<file path="src/rtl/fsic_axis_pkg.sv">
// Shared AXI-Stream beat definitions for the FSIC serdes RX path.
package fsic_axis_pkg;

  localparam int unsigned TDATA_W = 32;
  localparam int unsigned TSTRB_W = TDATA_W / 8;
  localparam int unsigned TID_W   = 2;
  localparam int unsigned TUSER_W = 2;
  localparam int unsigned ENTRY_W = TDATA_W + 2 * TSTRB_W + 1 + TID_W + TUSER_W;

  typedef struct packed {
    logic [TDATA_W-1:0] tdata;
    logic [TSTRB_W-1:0] tstrb;
    logic [TSTRB_W-1:0] tkeep;
    logic               tlast;
    logic [TID_W-1:0]   tid;
    logic [TUSER_W-1:0] tuser;
  } beat_t;

  // Stored entry width for an arbitrary tdata width.
  function automatic int unsigned entry_width(input int unsigned data_w);
    return data_w + 2 * (data_w / 8) + 1 + TID_W + TUSER_W;
  endfunction

endpackage

</file>
<file path="src/rtl/fsic_axis_rx_mem.sv">
// Beat storage: register array, synchronous write, asynchronous read, no reset.
module fsic_axis_rx_mem #(
  parameter int unsigned DEPTH = 8,
  parameter int unsigned WIDTH = 45
) (
  input  logic                     clk,
  input  logic                     we_i,
  input  logic [$clog2(DEPTH)-1:0] waddr_i,
  input  logic [WIDTH-1:0]         wdata_i,
  input  logic [$clog2(DEPTH)-1:0] raddr_i,
  output logic [WIDTH-1:0]         rdata_o
);

  logic [WIDTH-1:0] mem_q [DEPTH];

  always_ff @(posedge clk) begin
    if (we_i) mem_q[waddr_i] <= wdata_i;
  end

  assign rdata_o = mem_q[raddr_i];

endmodule

</file>
<file path="src/rtl/fsic_axis_rx_buf.sv">
// First-word-fall-through receive buffer between the serdes RX path and downstream,
// with registered credit-style ready back to the remote side and a sticky drop flag.
module fsic_axis_rx_buf
  import fsic_axis_pkg::*;
#(
  parameter int unsigned pDATA_WIDTH = 32,
  parameter int unsigned pFIFO_DEPTH = 8,
  parameter int unsigned pTHRESHOLD  = 3
) (
  input  logic                           axis_clk,
  input  logic                           axis_rst,
  input  logic [pDATA_WIDTH-1:0]         is_as_tdata,
  input  logic [pDATA_WIDTH/8-1:0]       is_as_tstrb,
  input  logic [pDATA_WIDTH/8-1:0]       is_as_tkeep,
  input  logic                           is_as_tlast,
  input  logic [TID_W-1:0]               is_as_tid,
  input  logic [TUSER_W-1:0]             is_as_tuser,
  input  logic                           is_as_tvalid,
  output logic [pDATA_WIDTH-1:0]         rx_tdata,
  output logic [pDATA_WIDTH/8-1:0]       rx_tstrb,
  output logic [pDATA_WIDTH/8-1:0]       rx_tkeep,
  output logic                           rx_tlast,
  output logic [TID_W-1:0]               rx_tid,
  output logic [TUSER_W-1:0]             rx_tuser,
  output logic                           rx_tvalid,
  input  logic                           rx_tready,
  output logic                           as_is_tready,
  output logic [$clog2(pFIFO_DEPTH):0]   fifo_level,
  output logic                           overflow,
  input  logic                           overflow_clr
);

  localparam int unsigned PTR_W  = $clog2(pFIFO_DEPTH);
  localparam int unsigned CNT_W  = PTR_W + 1;
  localparam int unsigned ENT_W  = entry_width(pDATA_WIDTH);

  logic [PTR_W-1:0] wr_ptr_q, wr_ptr_d;
  logic [PTR_W-1:0] rd_ptr_q, rd_ptr_d;
  logic [CNT_W-1:0] count_q, count_d;
  logic             overflow_q, overflow_d;
  logic             tready_q, tready_d;
  logic [CNT_W-1:0] free_c;
  logic             push, pop, full, drop;
  logic [ENT_W-1:0] wr_entry, rd_entry;

  assign full = (count_q == CNT_W'(pFIFO_DEPTH));
  assign pop  = rx_tvalid && rx_tready;
  assign push = is_as_tvalid && (!full || pop);
  assign drop = is_as_tvalid && full && !pop;

  // Next-state for pointers, occupancy, drop flag and registered ready.
  always_comb begin
    wr_ptr_d   = wr_ptr_q;
    rd_ptr_d   = rd_ptr_q;
    count_d    = count_q;
    overflow_d = overflow_q;
    if (push) wr_ptr_d = wr_ptr_q + PTR_W'(1);
    if (pop)  rd_ptr_d = rd_ptr_q + PTR_W'(1);
    if (push && !pop)      count_d = count_q + CNT_W'(1);
    else if (!push && pop) count_d = count_q - CNT_W'(1);
    // Set has priority over a coincident clear.
    if (drop)              overflow_d = 1'b1;
    else if (overflow_clr) overflow_d = 1'b0;
    free_c   = CNT_W'(pFIFO_DEPTH) - count_d;
    tready_d = (free_c > CNT_W'(pTHRESHOLD));
  end

  always_ff @(posedge axis_clk) begin
    if (axis_rst) begin
      wr_ptr_q   <= '0;
      rd_ptr_q   <= '0;
      count_q    <= '0;
      overflow_q <= 1'b0;
      tready_q   <= 1'b0;
    end else begin
      wr_ptr_q   <= wr_ptr_d;
      rd_ptr_q   <= rd_ptr_d;
      count_q    <= count_d;
      overflow_q <= overflow_d;
      tready_q   <= tready_d;
    end
  end

  assign wr_entry = {is_as_tdata, is_as_tstrb, is_as_tkeep, is_as_tlast, is_as_tid, is_as_tuser};

  fsic_axis_rx_mem #(
    .DEPTH (pFIFO_DEPTH),
    .WIDTH (ENT_W)
  ) u_mem (
    .clk     (axis_clk),
    .we_i    (push && !axis_rst),
    .waddr_i (wr_ptr_q),
    .wdata_i (wr_entry),
    .raddr_i (rd_ptr_q),
    .rdata_o (rd_entry)
  );

  assign {rx_tdata, rx_tstrb, rx_tkeep, rx_tlast, rx_tid, rx_tuser} = rd_entry;
  assign rx_tvalid    = (count_q != '0);
  assign fifo_level   = count_q;
  assign overflow     = overflow_q;
  assign as_is_tready = tready_q;

endmodule
</file>
<file path="config.mk">
export PLATFORM = sky130hd
export DESIGN_NAME = fsic_axis_rx_buf
export DESIGN_NICKNAME = d
export VERILOG_FILES = /design/src/rtl/fsic_axis_pkg.sv /design/src/rtl/fsic_axis_rx_mem.sv /design/src/rtl/fsic_axis_rx_buf.sv
export SDC_FILE = /design/constraint.sdc
export NUM_CORES = 1
export LEC_CHECK = 0
export CORE_MARGIN = 4
export CORE_UTILIZATION = 45
export CTS_CLUSTER_SIZE = 30
export DETAILED_ROUTE_END_ITERATION = 6
export PLACE_DENSITY = 0.69
export SLEW_MARGIN = 20
export SYNTH_ARGS = -nofsm -noshare
export SYNTH_HDL_FRONTEND = slang
export SYNTH_SLANG_ARGS = --single-unit
</file>
<file path="constraint.sdc">
create_clock -name axis_clk -period 11.89 [get_ports axis_clk]
set_input_delay 2.9725 -clock axis_clk [delete_from_list [all_inputs] [get_ports axis_clk]]
set_output_delay 2.9725 -clock axis_clk [all_outputs]
set_load 0.1 [all_outputs]
</file>
==> impl_results.md, run 1 <==
- Inst Count DP: 1102
- Final-report max-slew violation count: 0
- Most common library cell in the layout ignoring fill and taps: edfxtp_1
- Gr ovfl total: 0
- Fin crit period: 6.97 ns
- Max_cap viols: 0
- Slew HR: 0.339
- Synth Warn #: 0
- Clk root buf: clkbuf_16
- Filler Cell Count: 2285
- Clk pin slew, worst setup/hold paths: 0.06 ns
- Initial Utilization: 0.461
- Clk_lat worst skew: 0.53 ns
- EDFF count, synth: 360
- Initial antenna violation count: 2
- Worst Max-Slew Pin Slew: 0.989 ns
- FP Rows: 64
- Final Wtd Congestion: 0.708
- All-Layer GR Usage: 0.164
- CTS Hold Buffers Added: 0
- Endpoints failing setup: 0
- Vias: 6552
- HP Class: reg -> reg
- H-tree depth: 2
- Nets: 801
- FFs w/ async S/R, synth: 0
- Post-synth top flop: edfxtp_1
- Register area share after synthesis: 0.778
- Worst Path Max Fanout: 52
- Antenna viol nets, final: 0
- Path type of the worst setup path: reg -> out
- Run status: complete, no violations
- Hold Fails Final Rpt: 0
- Port Buffer Count: 101
- Hpwl dp: 15.5 mm
- CP Capture Type: primary output
- DRC: 0
- I/O Pins: 102
- Setup bufs post-CTS: 0
- Period utilisation layout: 0.587
- Largest net degree at the start of global routing: 53
- Power per cell area: 220 mW/mm^2
- Critical Path AT: 4.00 ns
- Clk buf depth: 3
- Syn nets: 673
- Distinct cells, synth: 43
- Commonest cells after routing, fill and taps aside: edfxtp_1, clkdlybuf4s50_1, mux4_2
- CTS sink cnt: 375
- Die area: 0.0347 mm^2
- WL final: 27.8 mm
- Fin area: 0.0171 mm^2
- Wirelength per Cell: 23.7 um
- P&R area growth vs syn: 19.5%
- Maximum clock rate: 143 MHz
- Synth Cell Area: 0.0143 mm^2
- Die width: 186 um
- CTS Buf Count: 39
- Seq cells post-synth: 375
- Core area: 0.0310 mm^2
- Cell Area, Placed: 0.0158 mm^2
- Vias in the first global route: 7148
- Post-layout total power: 0.00375 W
- Post_cts resized: 0
- First-pass GRT wire length: 42.8 mm
- Setup TNS Final: 0 ns
- Static leakage: 5.30 nW
- Worst EP required: 8.92 ns
- DR pass1 iterations: 4
- Final std cells w/o fill: 1171
- DR vias/cell: 5.60
- Layout cell share with drive strength beyond 1: 0.285
- Syn_area_per_cell: 23.1 um^2
- CTS tree: done
- Startpoint type of the worst setup path: flop
- Worst Skew: 0.0256 ns
- Mapped Cells: 619
- DIE HEIGHT: 186 um
- First DRT Iteration DRCs: 376
- Worst vdd ir: 0.176 mV
- Setup repair after global routing missed its margin: no
[logic make-up after synthesis]
logic type,count (synthesis),synth area share
compound gates,11,0.00587
simple gates,54,0.0206
fa+ha+maj,4,0.00350
flops,375,0.778
mux,137,0.179
xor+xnor,5,0.00307
buf+inv,33,0.00999
[routing by layer]
layer / vias to the layer above / track usage / share of wire
met5: - / 0 / 0.00047
met1: 3471 / 0.225 / 0.43
li1: 2855 / - / -
met2: 175 / 0.271 / 0.50
met3: 49 / 0.0354 / 0.052
met4: 2 / 0.0440 / 0.019
[area by class of cell]
type	instances	area, um^2	share of cell area
multi-input cells	211	3080	0.180
clock inverters	18	186	0.0109
well taps	396	495	0.0290
inverters	3	11.3	0.000660
repair buffers	117	1130	0.0665
diodes	2	5.00	0.000293
clock buffers	49	1030	0.0606
flip-flops and latches	375	11100	0.651
[flip-flops by register name (all words and copies together) (netlist names), named ones only]
| signal | cells |
|---|---|
| u_mem.mem_q | 360 |
| fifo_level | 4 |
| rd_ptr_q | 3 |
| wr_ptr_q | 3 |
| as_is_tready | 1 |
| overflow | 1 |
[cell usage after synthesis (2+ instances only)]
| cell | instances | area share |
|---|---|---|
| edfxtp_1 | 360 | 0.76 |
| mux4_2 | 90 | 0.14 |
| mux2_2 | 45 | 0.035 |
| clkbuf_1 | 19 | 0.0050 |
| nor2_1 | 16 | 0.0042 |
| dfxtp_1 | 15 | 0.021 |
| nand2_1 | 10 | 0.0026 |
| buf_2 | 9 | 0.0032 |
| ha_1 | 4 | 0.0035 |
| nor2b_1 | 4 | 0.0018 |
| a21oi_1 | 3 | 0.0011 |
| and3b_1 | 3 | 0.0018 |
| inv_1 | 3 | 0.00079 |
| nor3_1 | 3 | 0.0011 |
| xor2_1 | 3 | 0.0018 |
| nand3_1 | 2 | 0.00070 |
| nand3b_1 | 2 | 0.0011 |
| o21ai_0 | 2 | 0.00070 |
| xnor2_1 | 2 | 0.0012 |
[path summary, 6_finish.rpt]
kind | startpoint | to | slack, ns | cells past startpoint
worst max register to register | fifo_level[0] | u_mem.mem_q[6][19] | 8.50 | 7
worst min-delay path | rd_ptr_q[1] | flop | 0.48 | 2
worst max-delay path | flop | rx_tuser[1] | 4.92 | 4
worst min register to register | rd_ptr_q[1] | flop | 0.48 | 2
[metrics by stage]
step	utilization	hold WS [ns]	setup WS [ns]
floorplan	-	0.454	3.04
global placement	0.511	0.461	5.11
detailed placement	0.511	0.473	5.08
CTS	0.550	0.487	4.50
global route	0.551	0.507	4.63
finish	0.551	0.481	4.92
[power breakdown]
part | switching [W] | internal, W | leakage, nW
clock network | 0.000477 | 0.000684 | 0.600
logic | 0.000677 | 0.000369 | 1.32
registers | 0.0000580 | 0.00148 | 3.38
total | 0.00121 | 0.00254 | 5.30
[critical path, cell delays in order, from the launching register on]
cell and delay [ns]:
dfxtp_4 0.88, buf_6 0.68, mux4_2 0.58, mux2_2 0.33
clkdlybuf4s50_1 0.98
Power figures use the tool's default switching activity.
==> run 2: changes to the inputs <==
--- a/config.mk
+++ b/config.mk
@@ -9,7 +9,7 @@
 export CORE_UTILIZATION = 45
 export CTS_CLUSTER_SIZE = 30
 export DETAILED_ROUTE_END_ITERATION = 6
-export PLACE_DENSITY = 0.69
+export PLACE_DENSITY = 0.71
 export SLEW_MARGIN = 20
 export SYNTH_ARGS = -nofsm -noshare
 export SYNTH_HDL_FRONTEND = slang
==> constraint.sdc (replaced) <==
create_clock -name axis_clk -period 5.8 [get_ports axis_clk]
set_input_delay 1.45 -clock axis_clk [delete_from_list [all_inputs] [get_ports axis_clk]]
set_output_delay 1.45 -clock axis_clk [all_outputs]
set_load 0.1 [all_outputs]
==> impl_results.md, run 2 (synthesis gave the netlist of run 1 again) <==
- Layout cell share with drive strength beyond 1: 0.278 (was 0.285)
- P&R area growth vs syn: 19.6% (was 19.5%)
- FP Rows: 64 (unchanged)
- Commonest cells after routing, fill and taps aside: edfxtp_1, clkdlybuf4s50_1, mux4_2 (unchanged)
- First-pass GRT wire length: 42.2 mm (was 42.8 mm)
- Filler Cell Count: 2234 (was 2285)
- Clk buf depth: 3 (unchanged)
- Worst Max-Slew Pin Slew: 1.10 ns (was 0.989 ns)
- Clk_lat worst skew: 0.53 ns (about the same)
- Setup repair after global routing missed its margin: no (unchanged)
- Max_cap viols: 0 (unchanged)
- Worst vdd ir: 0.525 mV (was 0.176 mV)
- N_diodes: 0 (was 2)
- Maximum clock rate: 202 MHz
- Top reg by flops: u_mem.mem_q (unchanged)
- Antenna viol nets, final: 0 (unchanged)
- Critical Path AT: 3.50 ns (was 4.00 ns)
- Hold Crit Start: rd_ptr_q[1] (unchanged)
- Core area: 0.0310 mm^2 (unchanged)
- First DRT Iteration DRCs: 431 (was 376)
- Final Wtd Congestion: 0.733 (was 0.708)
- Power per cell area: 443 mW/mm^2 (was 220 mW/mm^2)
- Setup bufs post-CTS: 0 (unchanged)
- Inst Count DP: 1105 (was 1102)
- CTS tree: done (unchanged)
- Run status: complete, no violations (unchanged)
- Hold Fails Final Rpt: 0 (unchanged)
- DR vias/cell: 5.63 (was 5.60)
- Die area: 0.0347 mm^2 (unchanged)
- I/O Pins: 102 (unchanged)
- R2R cell count: 7 (unchanged)
- Clk root buf: clkbuf_16 (unchanged)
- Startpoint type of the worst setup path: flop (unchanged)
- Slew HR: 0.262 (was 0.339)
- Worst Path Max Fanout: 56 (was 52)
- Period utilisation layout: 0.853
- Wirelength per Cell: 23.7 um (about the same)
- Static leakage: 5.27 nW (was 5.30 nW)
- CTS Hold Buffers Added: 0 (unchanged)
- All-Layer GR Usage: 0.162 (was 0.164)
- Path type of the worst setup path: reg -> out (unchanged)
- Gr ovfl total: 0 (unchanged)
- Final-report max-slew violation count: 0 (unchanged)
- Post_cts resized: 0 (unchanged)
- Initial antenna violation count: 2 (unchanged)
- Port Buffer Count: 101 (unchanged)
- Slack of the worst reg-to-reg path: 2.77 ns (was 8.50 ns)
- Clk pin slew, worst setup/hold paths: 0.05 ns (was 0.06 ns)
- Initial Utilization: 0.461 (unchanged)
- Nets: 803 (was 801)
- Worst hold margin: 0.509 ns (was 0.481 ns)
- DRC: 0 (unchanged)
- Endpoints failing setup: 0 (unchanged)
- H-tree depth: 2 (unchanged)
- DIE HEIGHT: 186 um (unchanged)
- FF-to-FF Start: fifo_level[0] (unchanged)
- Setup TNS Final: 0 ns (unchanged)
- Fin crit period: 4.95 ns
- Max reg flops: 360 (unchanged)
- CTS sink cnt: 375 (unchanged)
- Largest net degree at the start of global routing: 57 (was 53)
- Vias in the first global route: 6970 (was 7148)
- Vias: 6612 (was 6552)
- Worst Skew: 0.0190 ns (was 0.0256 ns)
- Final std cells w/o fill: 1174 (was 1171)
- Die width: 186 um (unchanged)
- WL final: 27.8 mm (about the same)
- Worst r2r dst: u_mem.mem_q[5][38] (was u_mem.mem_q[6][19])
- Hpwl dp: 16.1 mm (was 15.5 mm)
- Worst EP required: 4.35 ns (was 8.92 ns)
- HP Class: reg -> reg (unchanged)
- CTS Buf Count: 38 (was 39)
- Worst hold path cell count: 2 (unchanged)
- DR pass1 iterations: 5 (was 4)
- Most common library cell in the layout ignoring fill and taps: edfxtp_1 (unchanged)
- CP Capture Type: primary output (unchanged)
run 2: changes by cell type in the layout (fill, tap and decap cells not counted), moves of 3 or more:
cell,change
clkinv_1,+7
bufinv_16,-3
buf_12,+5
inv_6,-3
clkinv_2,-4
run 2: routing by layer:
layer	routed length, um	vias up	global-route usage	share of wire
li1	-	2862	-	-
met1	11500	3498	0.220	0.41
met2	14200	198	0.271	0.51
met3	1570	50	0.0356	0.056
met4	527	4	0.0408	0.019
met5	33	-	0	0.0012
run 2: where the power goes:
part / leakage [nW] / switching (W) / internal, W / total [W]
clock: 0.544 / 0.000966 / 0.00125 / 0.00222
combinational: 1.35 / 0.00141 / 0.000776 / 0.00219
sequential: 3.38 / 0.000107 / 0.00304 / 0.00315
total: 5.27 / 0.00248 / 0.00507 / 0.00756
run 2: final cells by class:
| cell class | count | area [um^2] | area share |
|---|---|---|---|
| inverter | 3 | 11.3 | 0.000659 |
| tap | 396 | 495 | 0.0290 |
| timing repair buffer | 120 | 1220 | 0.0712 |
| clock inverter | 18 | 108 | 0.00630 |
| sequential | 375 | 11100 | 0.651 |
| multi-input combinational | 211 | 3100 | 0.181 |
| clock buffer | 51 | 1030 | 0.0604 |
run 2: worst max path at each step:
stage                         start                 to  cells after the start
final                          flop        rx_tuser[1]                      4
after global routing           flop          rx_tid[1]                      4
after CTS                      flop          rx_tid[1]                      4
after detailed placement       flop          rx_tid[1]                      4
after global placement         flop        rx_tuser[1]                      4
after floorplan           rx_tready  u_mem.mem_q[1][0]                      4
run 2: per-stage QoR:
step	cell area, um^2	utilization	total power, W	worst slack, ns
after global placement	15900	0.514	0.00538	1.40
after CTS	17100	0.551	0.00765	0.781
after floorplan	14300	-	0.00493	0.0789
after detailed placement	15900	0.514	0.00542	1.34
final	17100	0.551	0.00756	0.853
after global routing	17100	0.551	0.00785	0.721
run 2: critical path, stage by stage (launching register included):
cell and delay [ns]:
dfxtp_4 0.89, buf_4 0.42, mux4_2 0.35, mux2_2 0.32, clkdlybuf4s50_1 0.98
==> run 3: changes to the inputs <==
--- a/config.mk
+++ b/config.mk
@@ -5,6 +5,7 @@
 export SDC_FILE = /design/constraint.sdc
 export NUM_CORES = 1
 export LEC_CHECK = 0
+export ABC_AREA = 1
 export CORE_MARGIN = 4
 export CORE_UTILIZATION = 45
 export CTS_CLUSTER_SIZE = 30
==> impl_results.md, run 3 <==
- Die area: 0.0354 mm^2 (was 0.0347 mm^2)
- CTS Buf Count: 38 (unchanged)
- Final-report max-slew violation count: 0 (unchanged)
- Run status: complete, no violations (unchanged)
- Vias in the first global route: 9025 (was 6970)
- Sw Ratio: 0.332 (was 0.329)
- Met1 WL: 13.6 mm (was 11.5 mm)
- Maximum clock rate: 213 MHz (was 202 MHz)
- Critical Path AT: 3.25 ns (was 3.50 ns)
- Filler Cell Count: 2556 (was 2234)
- CP Cell Sequence: inv_4, buf_4, nor2_1, o22ai_1, nor2_1, a31oi_1, buf_4 (was buf_4, mux4_2, mux2_2, clkdlybuf4s50_1)
- Top reg by flops: u_mem.mem_q (unchanged)
- CTS tree: done (unchanged)
- Gr ovfl total: 0 (unchanged)
- DR vias/cell: 5.40 (was 5.63)
- EDFF count, synth: 360 (unchanged)
- Period utilisation layout: 0.810 (was 0.853)
- First-pass GRT wire length: 49.7 mm (was 42.2 mm)
- Mapped Cells: 1137 (was 619)
- Most frequent cell after synthesis: edfxtp_1 (unchanged)
- All-Layer GR Usage: 0.175 (was 0.162)
- Slew HR: 0.288 (was 0.262)
- Worst vdd ir: 0.198 mV (was 0.525 mV)
- FP Rows: 65 (was 64)
- Register area share after synthesis: 0.760 (was 0.778)
- Distinct cells, synth: 29 (was 43)
- Setup bufs post-CTS: 0 (unchanged)
- P&R area growth vs syn: 17.2% (was 19.6%)
- Crit path largest cell delay: 0.72 ns (was 0.98 ns)
- Critical path's slowest cell: inv_4 (was clkdlybuf4s50_1)
- Largest net degree at the start of global routing: 91 (was 57)
- Largest cells by area after synthesis: edfxtp_1, nor2_1, o21ai_0 (was edfxtp_1, mux4_2, mux2_2)
- Synth Cell Area: 0.0146 mm^2 (was 0.0143 mm^2)
- Initial Utilization: 0.459 (was 0.461)
- Post_cts resized: 0 (unchanged)
- Initial antenna violation count: 1 (was 2)
- First DRT Iteration DRCs: 862 (was 431)
- Highest metal used: met4 (was met5)
- Hpwl dp: 17.0 mm (was 16.1 mm)
- Clk buf depth: 3 (unchanged)
- Port Buffer Count: 101 (unchanged)
- Net Sw Power: 0.00235 W (was 0.00248 W)
- Clk_lat worst skew: 0.52 ns (was 0.53 ns)
- Comb pwr share: 0.246 (was 0.289)
- Wirelength per Cell: 18.8 um (was 23.7 um)
- I/O Pins: 102 (unchanged)
- Clock share of power: 0.320 (was 0.294)
- Worst Skew: 0.0128 ns (was 0.0190 ns)
- CTS Hold Buffers Added: 0 (unchanged)
- Synth Warn #: 0 (unchanged)
- Clk pin slew, worst setup/hold paths: 0.06 ns (was 0.05 ns)
- Worst Path Max Fanout: 85 (was 56)
- Path type of the worst setup path: reg -> out (unchanged)
- Post-synth top flop: edfxtp_1 (unchanged)
- Syn_area_per_cell: 12.8 um^2 (was 23.1 um^2)
- Worst Max-Slew Pin Slew: 1.07 ns (was 1.10 ns)
- Pint: 0.00473 W (was 0.00507 W)
- Static leakage: 5.70 nW (was 5.27 nW)
- Setup TNS Final: 0 ns (unchanged)
- Commonest cells after routing, fill and taps aside: edfxtp_1, nor2_1, o21ai_0 (was edfxtp_1, clkdlybuf4s50_1, mux4_2)
- Clk root buf: clkbuf_16 (unchanged)
- Most common library cell in the layout ignoring fill and taps: edfxtp_1 (unchanged)
- Endpoints failing setup: 0 (unchanged)
- Setup repair after global routing missed its margin: no (unchanged)
- DRC: 0 (unchanged)
- Met2 WL: 15.2 mm (was 14.2 mm)
- Hold Fails Final Rpt: 0 (unchanged)
- Most instantiated cells after synthesis: edfxtp_1, nor2_1, o21ai_0, o21ai_1, o22ai_1 (was edfxtp_1, mux4_2, mux2_2, clkbuf_1, nor2_1)
- Worst EP required: 4.35 ns (about the same)
- FFs w/ async S/R, synth: 0 (unchanged)
- DIE HEIGHT: 188 um (was 186 um)
- Top cell type's share of synthesized area: 0.740 (was 0.757)
- H-tree depth: 2 (unchanged)
- Die width: 188 um (was 186 um)
- Antenna viol nets, final: 0 (unchanged)
- Nets: 1283 (was 803)
- Synth area leader: edfxtp_1 (unchanged)
- CP Capture Type: primary output (unchanged)
- Sequential share of power: 0.434 (was 0.417)
- CTS sink cnt: 375 (unchanged)
- Final Wtd Congestion: 0.790 (was 0.733)
- Fin util: 0.538 (was 0.551)
- Power per cell area: 413 mW/mm^2 (was 443 mW/mm^2)
- Layout cell share with drive strength beyond 1: 0.110 (was 0.278)
- Fin crit period: 4.70 ns (was 4.95 ns)
- Startpoint type of the worst setup path: flop (unchanged)
- Max_cap viols: 0 (unchanged)
- WL final: 31.7 mm (was 27.8 mm)
- Syn nets: 1191 (was 673)
- Seq cells post-synth: 375 (unchanged)
- Vias: 9128 (was 6612)
- Met3 Wirelength: 2.24 mm (was 1.57 mm)
- Core area: 0.0318 mm^2 (was 0.0310 mm^2)
- DR pass1 iterations: 5 (unchanged)
- Max reg flops: 360 (unchanged)
- HP Class: reg -> reg (unchanged)
-- run 3: worst paths after layout --
kind | endpoint | depth (start not counted) | start | slack [ns]
worst min-delay path | rd_ptr_q[2] | 2 | rd_ptr_q[2] | 0.46
worst max-delay path | rx_tdata[21] | 7 | flop | 1.10
worst min register to register | rd_ptr_q[2] | 2 | rd_ptr_q[2] | 0.46
worst max register to register | u_mem.mem_q[1][19] | 8 | fifo_level[0] | 2.78
-- run 3: final cells by class --
cell class                      count  area (um^2)  share of cell area
Clock inverter                     13         83.8             0.00490
Tap cell                          435          544              0.0318
Timing Repair Buffer              121         1060              0.0620
Multi-Input combinational cell    673         3170               0.185
Antenna cell                        1         2.50            0.000146
Inverter                           20         77.6             0.00453
Sequential cell                   375        11100               0.649
Clock buffer                       51         1060              0.0621
-- run 3: per-stage QoR --
step,instance area (um^2),cells,worst slack [ns],total power (W),hold slack [ns]
final,17100,1689,1.10,0.00708,0.462
after global routing,17100,1689,0.826,0.00735,0.513
after CTS,17100,1688,1.07,0.00713,0.464
after detailed placement,16000,1624,1.43,0.00488,0.455
after global placement,16000,1624,1.57,0.00485,0.443
after floorplan,14600,1137,0.214,0.00446,0.433
-- run 3: metal layers --
metal / track usage / up-vias
met5: 0 / -
met4: 0.0517 / 0
met3: 0.0339 / 46
met2: 0.286 / 307
met1: 0.240 / 4461
li1: - / 4314
-- run 3: power by group through the flow --
stage | logic [W] | registers [W] | clock network [W]
after global placement | 0.00173 | 0.00312 | 0
after floorplan | 0.00133 | 0.00313 | 0
after CTS | 0.00176 | 0.00307 | 0.00230
after global routing | 0.00185 | 0.00308 | 0.00242
final | 0.00174 | 0.00307 | 0.00226
after detailed placement | 0.00175 | 0.00313 | 0
-- run 3: cell families (layout without fill, tap and decap cells) --
| family | Yosys count | count (layout) | share of synthesized area |
|---|---|---|---|
| compound gates | 284 | 284 | 0.106 |
| buf+inv | 89 | 205 | 0.0259 |
| flops | 375 | 375 | 0.760 |
| fa+ha+maj | 4 | 4 | 0.00343 |
| other cells | 0 | 1 | 0 |
| xor+xnor | 2 | 2 | 0.00120 |
| simple gates | 383 | 383 | 0.103 |
-- run 3: critical path, delay by kind of cell, from the launching register on --
| family | cells | cell delay (ns) |
|---|---|---|
| buffers and inverters | 3 | 1.52 |
| AND/OR/NAND/NOR | 2 | 0.14 |
| AO/OA/AOI/OAI | 2 | 0.44 |
| flip-flops | 1 | 0.58 |
